`src/rtl/rv32i_decode_pkg.sv`:
```
// Shared opcode constants and the decoded-entry record for the RV32I decode stage.
package rv32i_decode_pkg;

    localparam logic [6:0] OP_IMM    = 7'b0010011;
    localparam logic [6:0] OP_JALR   = 7'b1100111;
    localparam logic [6:0] OP_LOAD   = 7'b0000011;
    localparam logic [6:0] OP_STORE  = 7'b0100011;
    localparam logic [6:0] OP_BRANCH = 7'b1100011;
    localparam logic [6:0] OP_JAL    = 7'b1101111;
    localparam logic [6:0] OP_LUI    = 7'b0110111;
    localparam logic [6:0] OP_AUIPC  = 7'b0010111;
    localparam logic [6:0] OP_REG    = 7'b0110011;

    // PC is carried beside this record because its width is a top-level parameter.
    typedef struct packed {
        logic [19:0] imm_field;
        logic        i_en;
        logic        l_en;
        logic        s_en;
        logic        b_en;
        logic        j_en;
        logic        u_en;
        logic [4:0]  rd;
        logic [4:0]  rs1;
        logic [4:0]  rs2;
        logic [2:0]  funct3;
        logic [6:0]  funct7;
        logic        illegal;
    } decode_t;

endpackage

```
`src/rtl/rv32i_imm_field_pack.sv`:
```
// Combinational opcode decode: one-hot type enables, register fields and the
// 20-bit packed immediate consumed by the immediate generator.
module rv32i_imm_field_pack
    import rv32i_decode_pkg::*;
(
    input  logic [31:0] instr,
    output decode_t     dec
);

    logic s;
    assign s = instr[31];

    always_comb begin
        dec        = '0;
        dec.rd     = instr[11:7];
        dec.rs1    = instr[19:15];
        dec.rs2    = instr[24:20];
        dec.funct3 = instr[14:12];
        dec.funct7 = instr[31:25];
        case (instr[6:0])
            OP_IMM, OP_JALR: begin
                dec.i_en      = 1'b1;
                dec.imm_field = {{8{s}}, instr[31:20]};
            end
            OP_LOAD: begin
                dec.l_en      = 1'b1;
                dec.imm_field = {{8{s}}, instr[31:20]};
            end
            OP_STORE: begin
                dec.s_en      = 1'b1;
                dec.imm_field = {{8{s}}, instr[31:25], instr[11:7]};
            end
            // Branch field is already the byte offset (low zero included).
            OP_BRANCH: begin
                dec.b_en      = 1'b1;
                dec.imm_field = {{7{s}}, s, instr[7], instr[30:25], instr[11:8], 1'b0};
            end
            // Jump field omits the low zero; the generator appends it.
            OP_JAL: begin
                dec.j_en      = 1'b1;
                dec.imm_field = {instr[31], instr[19:12], instr[20], instr[30:21]};
            end
            OP_LUI, OP_AUIPC: begin
                dec.u_en      = 1'b1;
                dec.imm_field = instr[31:12];
            end
            OP_REG: ;
            default: dec.illegal = 1'b1;
        endcase
    end

endmodule

```
`src/rtl/rv32i_decode_stage.sv`:
```
// Registered RV32I decode stage with a 2-entry (main + skid) output buffer.
// Optional ILLEGAL_TRAP_EN adds sticky illegal_seen and a saturating illegal_cnt.
module rv32i_decode_stage
    import rv32i_decode_pkg::*;
#(
    parameter int unsigned PC_W  = 32,
    parameter int unsigned IMM_W = 20
) (
    input  logic             clk,
    input  logic             rst,
    input  logic             flush,
    input  logic             in_valid,
    output logic             in_ready,
    input  logic [31:0]      in_instr,
    input  logic [PC_W-1:0]  in_pc,
    output logic             out_valid,
    input  logic             out_ready,
    output logic [PC_W-1:0]  out_pc,
    output logic [IMM_W-1:0] out_imm_field,
    output logic             out_i_en,
    output logic             out_l_en,
    output logic             out_s_en,
    output logic             out_b_en,
    output logic             out_j_en,
    output logic             out_u_en,
    output logic [4:0]       out_rd,
    output logic [4:0]       out_rs1,
    output logic [4:0]       out_rs2,
    output logic [2:0]       out_funct3,
    output logic [6:0]       out_funct7,
    output logic             out_illegal
`ifdef ILLEGAL_TRAP_EN
    ,
    output logic             illegal_seen,
    output logic [7:0]       illegal_cnt
`endif
);

    decode_t          dec;
    decode_t          main_q, main_d, skid_q, skid_d;
    logic [PC_W-1:0]  main_pc_q, main_pc_d, skid_pc_q, skid_pc_d;
    logic             main_valid_q, main_valid_d, skid_valid_q, skid_valid_d;
    logic             accept, drain;

    rv32i_imm_field_pack u_pack (
        .instr (in_instr),
        .dec   (dec)
    );

    assign in_ready = !skid_valid_q;
    assign accept   = in_valid && in_ready;
    assign drain    = main_valid_q && out_ready;

    always_comb begin
        main_d       = main_q;
        main_pc_d    = main_pc_q;
        main_valid_d = main_valid_q;
        skid_d       = skid_q;
        skid_pc_d    = skid_pc_q;
        skid_valid_d = skid_valid_q;
        if (flush) begin
            main_valid_d = 1'b0;
            skid_valid_d = 1'b0;
        end else if (drain || !main_valid_q) begin
            // Main slot frees up: skid has precedence (in_ready is low whenever skid holds data).
            if (skid_valid_q) begin
                main_d       = skid_q;
                main_pc_d    = skid_pc_q;
                main_valid_d = 1'b1;
                skid_valid_d = 1'b0;
            end else if (accept) begin
                main_d       = dec;
                main_pc_d    = in_pc;
                main_valid_d = 1'b1;
            end else begin
                main_valid_d = 1'b0;
            end
        end else if (accept) begin
            skid_d       = dec;
            skid_pc_d    = in_pc;
            skid_valid_d = 1'b1;
        end
    end

    always_ff @(posedge clk or posedge rst) begin
        if (rst) begin
            main_q       <= '0;
            main_pc_q    <= '0;
            main_valid_q <= 1'b0;
            skid_q       <= '0;
            skid_pc_q    <= '0;
            skid_valid_q <= 1'b0;
        end else begin
            main_q       <= main_d;
            main_pc_q    <= main_pc_d;
            main_valid_q <= main_valid_d;
            skid_q       <= skid_d;
            skid_pc_q    <= skid_pc_d;
            skid_valid_q <= skid_valid_d;
        end
    end

    assign out_valid     = main_valid_q;
    assign out_pc        = main_pc_q;
    assign out_imm_field = main_q.imm_field;
    assign out_i_en      = main_q.i_en;
    assign out_l_en      = main_q.l_en;
    assign out_s_en      = main_q.s_en;
    assign out_b_en      = main_q.b_en;
    assign out_j_en      = main_q.j_en;
    assign out_u_en      = main_q.u_en;
    assign out_rd        = main_q.rd;
    assign out_rs1       = main_q.rs1;
    assign out_rs2       = main_q.rs2;
    assign out_funct3    = main_q.funct3;
    assign out_funct7    = main_q.funct7;
    assign out_illegal   = main_q.illegal;

`ifdef ILLEGAL_TRAP_EN
    logic       illegal_seen_q, illegal_seen_d;
    logic [7:0] illegal_cnt_q, illegal_cnt_d;

    always_comb begin
        illegal_seen_d = illegal_seen_q;
        illegal_cnt_d  = illegal_cnt_q;
        if (drain && main_q.illegal) begin
            illegal_seen_d = 1'b1;
            if (illegal_cnt_q != 8'hFF) illegal_cnt_d = illegal_cnt_q + 8'd1;
        end
    end

    always_ff @(posedge clk or posedge rst) begin
        if (rst) begin
            illegal_seen_q <= 1'b0;
            illegal_cnt_q  <= '0;
        end else begin
            illegal_seen_q <= illegal_seen_d;
            illegal_cnt_q  <= illegal_cnt_d;
        end
    end

    assign illegal_seen = illegal_seen_q;
    assign illegal_cnt  = illegal_cnt_q;
`endif

endmodule

```
`config.mk`:
```
export PLATFORM = sky130hd
export DESIGN_NAME = rv32i_decode_stage
export DESIGN_NICKNAME = d
export VERILOG_FILES = /design/src/rtl/rv32i_decode_pkg.sv /design/src/rtl/rv32i_imm_field_pack.sv /design/src/rtl/rv32i_decode_stage.sv
export SDC_FILE = /design/constraint.sdc
export NUM_CORES = 1
export LEC_CHECK = 0
export ABC_AREA = 1
export CAP_MARGIN = 20
export CORE_MARGIN = 2
export CORE_UTILIZATION = 29
export DETAILED_ROUTE_END_ITERATION = 10
export HOLD_SLACK_MARGIN = 0.08
export PLACE_DENSITY = 0.53
export SETUP_SLACK_MARGIN = 0.3
export SLEW_MARGIN = 40
export SYNTH_ARGS = -nofsm -noshare
export SYNTH_HDL_FRONTEND = slang
export SYNTH_HIERARCHICAL = 1
export SYNTH_SLANG_ARGS = --single-unit
export TNS_END_PERCENT = 1
```
`constraint.sdc`:
```
create_clock -name clk -period 12.8 [get_ports clk]
set_input_delay 3.84 -clock clk [delete_from_list [all_inputs] [get_ports clk]]
set_output_delay 3.84 -clock clk [all_outputs]
set_load 0.01 [all_outputs]
```
[Word level (Yosys, flattened, before mapping)]
Cells that the tools add are included.
Operators by class
  muxes and demuxes: 19
  reductions and logical operators: 14
  bitwise gates (word level): 2
  equal/unequal tests: 9
Operator list (number)
  $mux 52: 2
  $pmux 20 s5: 1
  $mux 32: 2
  $eq 7x6->1 const B: 3
  $eq 7x7->1 const B: 3
  $eq 7x5->1 const B: 2
  $mux 1: 14
  $reduce_or 9->1: 1
  $eq 7x2->1 const B: 1
  $reduce_and 3->1: 2
  $reduce_bool 2->1: 2
  $reduce_or 2->1: 2
  $reduce_bool 3->1: 1
  $reduce_or 3->1: 1
  $logic_and 1x1->1: 2
  $logic_not 1->1: 2
  $not 1->1: 2
  $logic_or 1x1->1: 1
Word-level totals
  output and inout port bits: 86
  flip-flop bits (word level): 170

[Logic depth before layout (Yosys ltp)]
Gate-level depths: netlist (run 1).
  depth after elaboration: 6
  mapped depth: 13
  depth with buffers taken out: 12

[Modules after synthesis]
Netlist (run 1), hierarchy kept.
Modules (own cells, without submodules)
  rv32i_decode_stage: area an instance 7847.5 um2, instances 1, seq. area each 4254.1 um2, cells each 1017
  rv32i_imm_field_pack: area an instance 1071.0 um2, instances 1, seq. area each 0.0 um2, cells each 199

[Worst setup path before layout (run 1)]
No wires, ideal clock.
  kind: in2reg
  from: input in_instr[4]
  to: register main_q (netlist bit out_imm_field[1])
  cell stages on the path: 12
  setup slack: 7970 ps
  arrival time: 4764 ps
  setup time: 66 ps
  data required time: 12734 ps
  path through: inv_1 nand2_2 nor2_2 nand2_1 nand3_4 buf_12 nand2_2 nand3_2 nand2_1 nand2_1 nand3_1 nand2_1
RTL lines
  start: declaration: line rv32i_decode_stage.sv:14  | input logic [31:0] in_instr,
  end signal: assignment: line rv32i_decode_stage.sv:94  | main_q <= main_d;
  end: declaration: line rv32i_decode_stage.sv:40  | decode_t main_q, main_d, skid_q, skid_d;

==> metrics, run 1 <==
Post-Route WL 26.7 mm; DRC Markers 0; total count of max-transition violations in the final report 0; CTS H-tree lvls 4; Die W 179 um; CTS tree done; Total Power 1.44 mW; accumulated negative setup slack 0 ns; maximum number of pins on one net before global-route repair 105; endpoints failing setup 0; first-pass GRT wire length 42.7 mm; category of the worst setup path capture point flop; instance area at placement 10500 um2; first-pass detailed-route iteration total 5; RSZ-0062 raised after global routing no; number of warnings reported in the yosys synthesis log 6; number of buffers created by CTS 17; critical path arrival 6.14 ns; initial core utilization 0.293; internal reg-to-reg setup slack 10.55 ns; worst r2r dst out_imm_field[10]; CTS max path bufs 2; all-layer global routing usage 0.170; async set or reset register ratio after synthesis 1.00; relative slew slack 0.449; count of pins on the block boundary 155; power density relative to cell area 130 nW/um2; buffers inserted during post-CTS setup optimization 0; post-CTS resize count 0; most area-consuming cells after synthesis dfrtp_1 (48%), nand2_1 (27%), nand3_1 (12%), buf_4 (4.2%), buf_2 (2.1%); count of vias placed by the detailed router 7924; IR drop worst, VDD 83.3 uV; most frequent cells in the layout nand2_1 (640), nand3_1 (212), dfrtp_1 (169), clkdlybuf4s50_1 (154), inv_1 (31); most frequent standard cell in the layout excluding fill and tap cells nand2_1; maximum frequency from static timing analysis 173 MHz; critical-path maximum fanout 11; leakage component of the power 5.87 nW; gate count after technology mapping 1216; number of nets produced by synthesis 1285; final design instance area without fill 11000 um2; Die Span Y 179 um; cell type with the largest total area after synthesis dfrtp_1; Worst setup endpoint out_imm_field[10]; number of buffers inserted for hold repair after clock tree synthesis 0; floorplan die area 32200 um2; hold violation count in the final report 0; Routed wire per std cell 15.7 um; Antenna Cells 0; fraction of layout instances using a drive strength above 1 0.0658; number of flip-flops and latches in the synthesized netlist 170; vias per inst 4.66; proportion of netlist area held by the largest area contributor 0.477; MaxCap Viol Count 0; clock transition at the registers of the reported paths 0.07 ns; Core Region 30400 um2; RD Place Congestion 0.784; Final Worst Setup Slack 7.03 ns; category of the worst setup path launch point input pin; area growth from synthesis to layout 23.7%; worst setup path category input pin to flop; depth of the worst register-to-register path 6; total gr overflow 0; number of port buffers 154; root cell of the clock tree clkbuf_16; worst hold slack 0.472 ns; startpoint of the worst register-to-register path skid_valid_q; sequential area share after synthesis 0.477; Req. time, crit path 13.16 ns; antenna violations before repair 0; final-layout fill cell count 3227; class of the worst hold path flop to flop; skew final 0.0105 ns; post-synth cell types 20; Final HPWL DP 16.6 mm; number of enable flip-flop cells after synthesis 0; number of global-route vias before repair 7775; Total Nets Final 1363; top_reg_cell synth dfrtp_1; worst hold path depth 2; launch point of the critical path in_instr[0]; worst skew pair latency 0.43 ns; run status finished, final reports clean; number of violations reported at the end of detailed-routing iteration 0 576; slew at the pin with the worst max-slew slack 0.824 ns; ANT nets after route 0; post-layout minimum cycle time 5.77 ns; post-synthesis area per instance 7.33 um2; worst slack after detailed placement 6.35 ns; total number of placement rows 64; CTS sink cnt 170; final worst path period share 0.451; Cell Area, Synth 8920 um2
[metrics by stage]
stage	instances	utilization
after floorplan	1216	-
after CTS	1702	0.362
after detailed placement	1671	0.344
after global routing	1702	0.363
final	1702	0.363
after global placement	1667	0.340
[cell usage after synthesis, types with 2 or more instances]
cell        n
buf_2      38
nand3_2    11
clkbuf_1    7
dfrtp_1   170
nor2_2      5
buf_1       2
nor2_1     11
nand2_1   640
buf_4      50
nand2_2    18
inv_1      32
nand3_1   213
buf_6       7
inv_2       5
nor3_1      2
[critical path, stage by stage]
cell and delay (ns):
clkdlybuf4s50_1 0.49, nand2_2 0.13, nor2_1 0.67, nand2_1 0.19, inv_2 0.23, nand2_1 0.09
nand3_1 0.12, nand2_1 0.06, nand2_1 0.09, nand3_1 0.11, nand2_1 0.12
[flip-flops by register name, indices dropped and copies added (netlist names)]
| name | count |
|---|---|
| out_u_en | 1 |
| out_funct7 | 7 |
| skid_q | 52 |
| out_j_en | 1 |
| skid_pc_q | 32 |
| out_b_en | 1 |
| out_valid | 1 |
| out_pc | 32 |
| skid_valid_q | 1 |
| out_i_en | 1 |
| out_rs1 | 5 |
| out_s_en | 1 |
| out_l_en | 1 |
| out_rd | 5 |
| out_funct3 | 3 |
| out_illegal | 1 |
| out_rs2 | 5 |
| out_imm_field | 20 |
[area by class of cell]
class / count / area, um2 / area share
clock inverters: 14 / 138 / 0.0125
well taps: 396 / 495 / 0.0449
flip-flops and latches: 170 / 4260 / 0.386
repair buffers: 164 / 1690 / 0.153
multi-input cells: 904 / 3880 / 0.351
inverters: 37 / 151 / 0.0137
clock buffers: 17 / 425 / 0.0386
[logic make-up after synthesis]
kind of cell / after synthesis / synth area share
AO/OA/AOI/OAI: 1 / 0.000561
buffers and inverters: 142 / 0.0939
flip-flops: 170 / 0.477
AND/OR/NAND/NOR: 903 / 0.429
[power by group]
group	internal [mW]	switching (mW)
combinational	0.121	0.143
sequential	0.619	0.0452
clock	0.272	0.238
[worst min path at each step]
stage                             start             to  slack, ns
final                      skid_pc_q[7]   skid_pc_q[7]       0.47
after global routing         skid_q[49]     skid_q[49]       0.49
after CTS                 skid_pc_q[15]  skid_pc_q[15]       0.47
after detailed placement      skid_q[1]      skid_q[1]       0.46
after global placement       skid_q[36]     skid_q[36]       0.45
after floorplan              skid_q[11]     skid_q[11]       0.44
[layer usage]
layer | vias to the layer above | global-route usage | share of wire
li1 | 3927 | - | -
met1 | 3810 | 0.225 | 0.45
met2 | 164 | 0.282 | 0.48
met3 | 23 | 0.0295 | 0.047
met4 | 0 | 0.0541 | 0.018
met5 | - | 0 | 0
Power figures use the tool's default switching activity.
==> inputs of run 2 (changes only) <==
--- a/config.mk
+++ b/config.mk
@@ -11,7 +11,7 @@
 export CORE_UTILIZATION = 29
 export DETAILED_ROUTE_END_ITERATION = 10
 export HOLD_SLACK_MARGIN = 0.08
-export PLACE_DENSITY = 0.53
+export PLACE_DENSITY = 0.55
 export SETUP_SLACK_MARGIN = 0.3
 export SLEW_MARGIN = 40
 export SYNTH_ARGS = -nofsm -noshare
==> constraint.sdc (replaced) <==
create_clock -name clk -period 5.22 [get_ports clk]
set_input_delay 1.566 -clock clk [delete_from_list [all_inputs] [get_ports clk]]
set_output_delay 1.566 -clock clk [all_outputs]
set_load 0.01 [all_outputs]
==> metrics, run 2 (same netlist as run 1, synthesis figures left out) <==
count of pins on the block boundary 155; accumulated negative setup slack 0 ns; critical-path maximum fanout 13; root cell of the clock tree clkbuf_16; hold violation count in the final report 0; clock transition at the registers of the reported paths 0.07 ns; worst setup path category input pin to flop; all-layer global routing usage 0.177; most frequent cells in the layout nand2_1 (640), nand3_1 (212), dfrtp_1 (169), clkdlybuf4s50_1 (154), inv_1 (31); floorplan die area 32200 um2; CTS tree done; IR drop worst, VDD 210 uV; MaxCap Viol Count 0; Finished Layout Cells 1708; DRC Markers 0; Die Span Y 179 um; class of the worst hold path flop to flop; category of the worst setup path capture point flop; relative slew slack 0.470; antenna violations before repair 0; total count of max-transition violations in the final report 0; leakage component of the power 5.93 nW; post-CTS resize count 0; maximum number of pins on one net before global-route repair 96; area growth from synthesis to layout 24.9%; fraction of layout instances using a drive strength above 1 0.0694; first-pass detailed-route iteration total 5; RSZ-0062 raised after global routing no; CTS H-tree lvls 4; vias per inst 4.70; buffers inserted during post-CTS setup optimization 0; register with the most flip-flops skid_q; RD Place Congestion 0.826; endpoints failing setup 0; run status finished, final reports clean; Final HPWL DP 16.9 mm; Routed wire per std cell 16.2 um; number of violations reported at the end of detailed-routing iteration 0 638; CTS max path bufs 2; maximum frequency from static timing analysis 298 MHz; most frequent standard cell in the layout excluding fill and tap cells nand2_1; worst skew pair latency 0.44 ns; category of the worst setup path launch point input pin; critical path arrival 3.73 ns; number of global-route vias before repair 7689; skew final 0.0106 ns; total gr overflow 0; post-layout minimum cycle time 3.35 ns; Post-Route WL 27.7 mm; initial core utilization 0.293; Die W 179 um; number of buffers created by CTS 17; slew at the pin with the worst max-slew slack 0.794 ns; first-pass GRT wire length 44.0 mm; Core Region 30400 um2; total number of placement rows 64; number of port buffers 154; total placed cells including tap cells 1675; ANT nets after route 0; CTS sink cnt 170; Req. time, crit path 5.59 ns; Total Nets Final 1367; number of buffers inserted for hold repair after clock tree synthesis 0; final worst path period share 0.643; flip-flop count of the largest register, all copies and words added 52; power density relative to cell area 327 nW/um2; count of vias placed by the detailed router 8021
==> run 2: worst paths after layout <==
path,endpoint,slack [ns],startpoint,depth (start not counted)
setup / recovery,out_imm_field[13],1.87,in_instr[5],11
hold / removal,skid_q[9],0.47,skid_q[9],2
setup reg to reg,out_rs1[4],2.94,skid_valid_q,6
hold reg to reg,skid_q[9],0.47,skid_q[9],2
max in group asynchronous,skid_q[35],2.76,rst,4
min in group asynchronous,out_pc[22],1.56,rst,3
==> run 2: where the power goes <==
group | total [mW] | internal, mW | switching [mW]
logic | 0.653 | 0.300 | 0.353
registers | 1.63 | 1.52 | 0.110
clock network | 1.36 | 0.743 | 0.617
==> run 2: critical path: stages <==
cell and delay, ns:
clkdlybuf4s50_1 0.51, nand2_2 0.11, nor2_2 0.40, nand2_1 0.20
nand3_4 0.26, nand2_2 0.21, nand3_1 0.14, nand2_1 0.06
nand2_1 0.10, nand3_1 0.07, nand2_1 0.10
==> run 2: per-layer routing <==
metal | GRT usage | vias up | wire length, um
met5 | 0 | - | 0
met4 | 0.0608 | 0 | 702
met3 | 0.0310 | 32 | 1230
met2 | 0.280 | 205 | 12900
met1 | 0.244 | 3849 | 12900
li1 | - | 3935 | -
==> run 2: final cells by class <==
type                       count  area (um2)
fill                        3199       19300
sequential                   170        4260
multi-input combinational    904        3860
timing repair buffer         168        1770
tap                          396         495
clock buffer                  18         439
clock inverter                14         178
inverter                      37         143
antenna                        1        2.50
==> run 2: metrics by stage <==
step | cell area [um2] | util | setup WS (ns) | hold WS (ns) | power [mW]
floorplan | 8920 | - | 1.49 | 0.442 | 1.98
global route | 11100 | 0.366 | 1.68 | 0.488 | 3.84
global placement | 10400 | 0.341 | 1.49 | 0.453 | 2.29
CTS | 11100 | 0.366 | 1.91 | 0.476 | 3.69
detailed placement | 10500 | 0.346 | 1.44 | 0.458 | 2.31
finish | 11100 | 0.366 | 1.87 | 0.473 | 3.64
==> inputs of run 3 (changes only) <==
--- a/config.mk
+++ b/config.mk
@@ -11,7 +11,7 @@
 export CORE_UTILIZATION = 29
 export DETAILED_ROUTE_END_ITERATION = 10
 export HOLD_SLACK_MARGIN = 0.08
-export PLACE_DENSITY = 0.55
+export PLACE_DENSITY = 0.53
 export SETUP_SLACK_MARGIN = 0.3
 export SLEW_MARGIN = 40
 export SYNTH_ARGS = -nofsm -noshare
==> constraint.sdc (replaced) <==
create_clock -name clk -period 3.3 [get_ports clk]
set_input_delay 0.99 -clock clk [delete_from_list [all_inputs] [get_ports clk]]
set_output_delay 0.99 -clock clk [all_outputs]
set_load 0.01 [all_outputs]
==> metrics, run 3 (same netlist as run 1, synthesis figures left out) <==
slew at the pin with the worst max-slew slack 0.753 ns; worst skew pair latency 0.43 ns; first-pass detailed-route iteration total 5; Routed wire per std cell 16.2 um; DRC Markers 0; count of pins on the block boundary 155; RSZ-0062 raised after global routing no; Die W 179 um; first-pass GRT wire length 44.4 mm; antenna violations before repair 0; number of port buffers 154; Finished Layout Cells 1712; run status finished, final reports clean; total placed cells including tap cells 1680; maximum frequency from static timing analysis 405 MHz; CTS H-tree lvls 4; number of violations reported at the end of detailed-routing iteration 0 580; root cell of the clock tree clkbuf_16; CTS tree done; RD Place Congestion 0.809; total count of max-transition violations in the final report 0; critical-path maximum fanout 20; depth of the worst register-to-register path 6; IR drop worst, VDD 339 uV; flip-flop count of the largest register, all copies and words added 52; total gr overflow 0; CTS sink cnt 170; Total Nets Final 1372; total number of placement rows 64; worst hold path depth 2; worst setup path category input pin to flop; skew final 0.00936 ns; buffers inserted during post-CTS setup optimization 0; power density relative to cell area 513 nW/um2; area growth from synthesis to layout 25.0%; leakage component of the power 5.93 nW; class of the worst hold path flop to flop; post-layout minimum cycle time 2.47 ns; number of buffers inserted for hold repair after clock tree synthesis 0; Final HPWL DP 17.3 mm; CP cell instances clkdlybuf4s50_1 > inv_2 > nand2_1 > inv_1 > nand2_2 > nand2_1 > nor2_1 > nand2_1 > nor2_1 > nand2_1 > nand2_1 > nand3_1 > nand2_1; count of vias placed by the detailed router 8058; final worst path period share 0.748; critical path arrival 2.83 ns; Post-Route WL 27.8 mm; number of buffers created by CTS 17; vias per inst 4.71; Core Region 30400 um2; worst hold slack 0.468 ns; relative slew slack 0.498; number of global-route vias before repair 7776; category of the worst setup path launch point input pin; category of the worst setup path capture point flop; endpoints failing setup 0; most frequent cells in the layout nand2_1 (640), nand3_1 (212), dfrtp_1 (169), clkdlybuf4s50_1 (154), inv_1 (31); register with the most flip-flops skid_q; CP most frequent cell nand2_1; MaxCap Viol Count 0; hold violation count in the final report 0; Max stage delay on crit path 0.51 ns; floorplan die area 32200 um2; most frequent standard cell in the layout excluding fill and tap cells nand2_1; initial core utilization 0.293; clock transition at the registers of the reported paths 0.06 ns; maximum number of pins on one net before global-route repair 87; accumulated negative setup slack 0 ns; cell with the largest stage delay on the worst path clkdlybuf4s50_1; Antenna Cells 0; all-layer global routing usage 0.177; ANT nets after route 0; Req. time, crit path 3.66 ns; post-CTS resize count 0; CTS max path bufs 2; Die Span Y 179 um; fraction of layout instances using a drive strength above 1 0.0729
## run 3: metrics by stage
step                      utilization  power, mW  instance area (um2)  setup WS, ns
after floorplan                     -       3.14                 8920         0.141
after global placement          0.346       3.64                10500         0.434
after detailed placement        0.346       3.66                10500         0.386
after CTS                       0.366       5.81                11100         0.823
after global routing            0.366       6.03                11100         0.649
final                           0.366       5.71                11100         0.832
## run 3: critical path: cells and delay by family
family | cells | cell delay, ns
buf+inv | 3 | 0.86
simple gates | 10 | 0.97
## run 3: cell type report
class	count	area [um2]
fillers	3224	19300
clock inverters	13	158
clock buffers	19	453
multi-input cells	904	3860
flip-flops and latches	170	4260
repair buffers	173	1780
well taps	396	495
inverters	37	143
## run 3: where the power goes
group | switching, mW | internal, mW | total, mW
logic | 0.558 | 0.476 | 1.03
clock network | 0.932 | 1.18 | 2.11
registers | 0.173 | 2.40 | 2.57
total | 1.66 | 4.05 | 5.71
## run 3: routing by layer
metal,track usage,vias to the layer above,part of all wire
met1,0.243,3887,0.46
met4,0.0548,0,0.018
li1,-,3946,-
met2,0.287,199,0.47
met3,0.0270,26,0.047
met5,0,-,0
## run 3: path summary, 6_finish.rpt
check                      slack, ns         start                to
max                             0.83   in_instr[6]       out_illegal
min                             0.47  skid_pc_q[1]      skid_pc_q[1]
max reg2reg                     1.08  skid_valid_q  out_imm_field[2]
min reg2reg                     0.47  skid_pc_q[1]      skid_pc_q[1]
max in group asynchronous       1.57           rst         out_pc[7]
min in group asynchronous       0.93           rst     skid_pc_q[24]
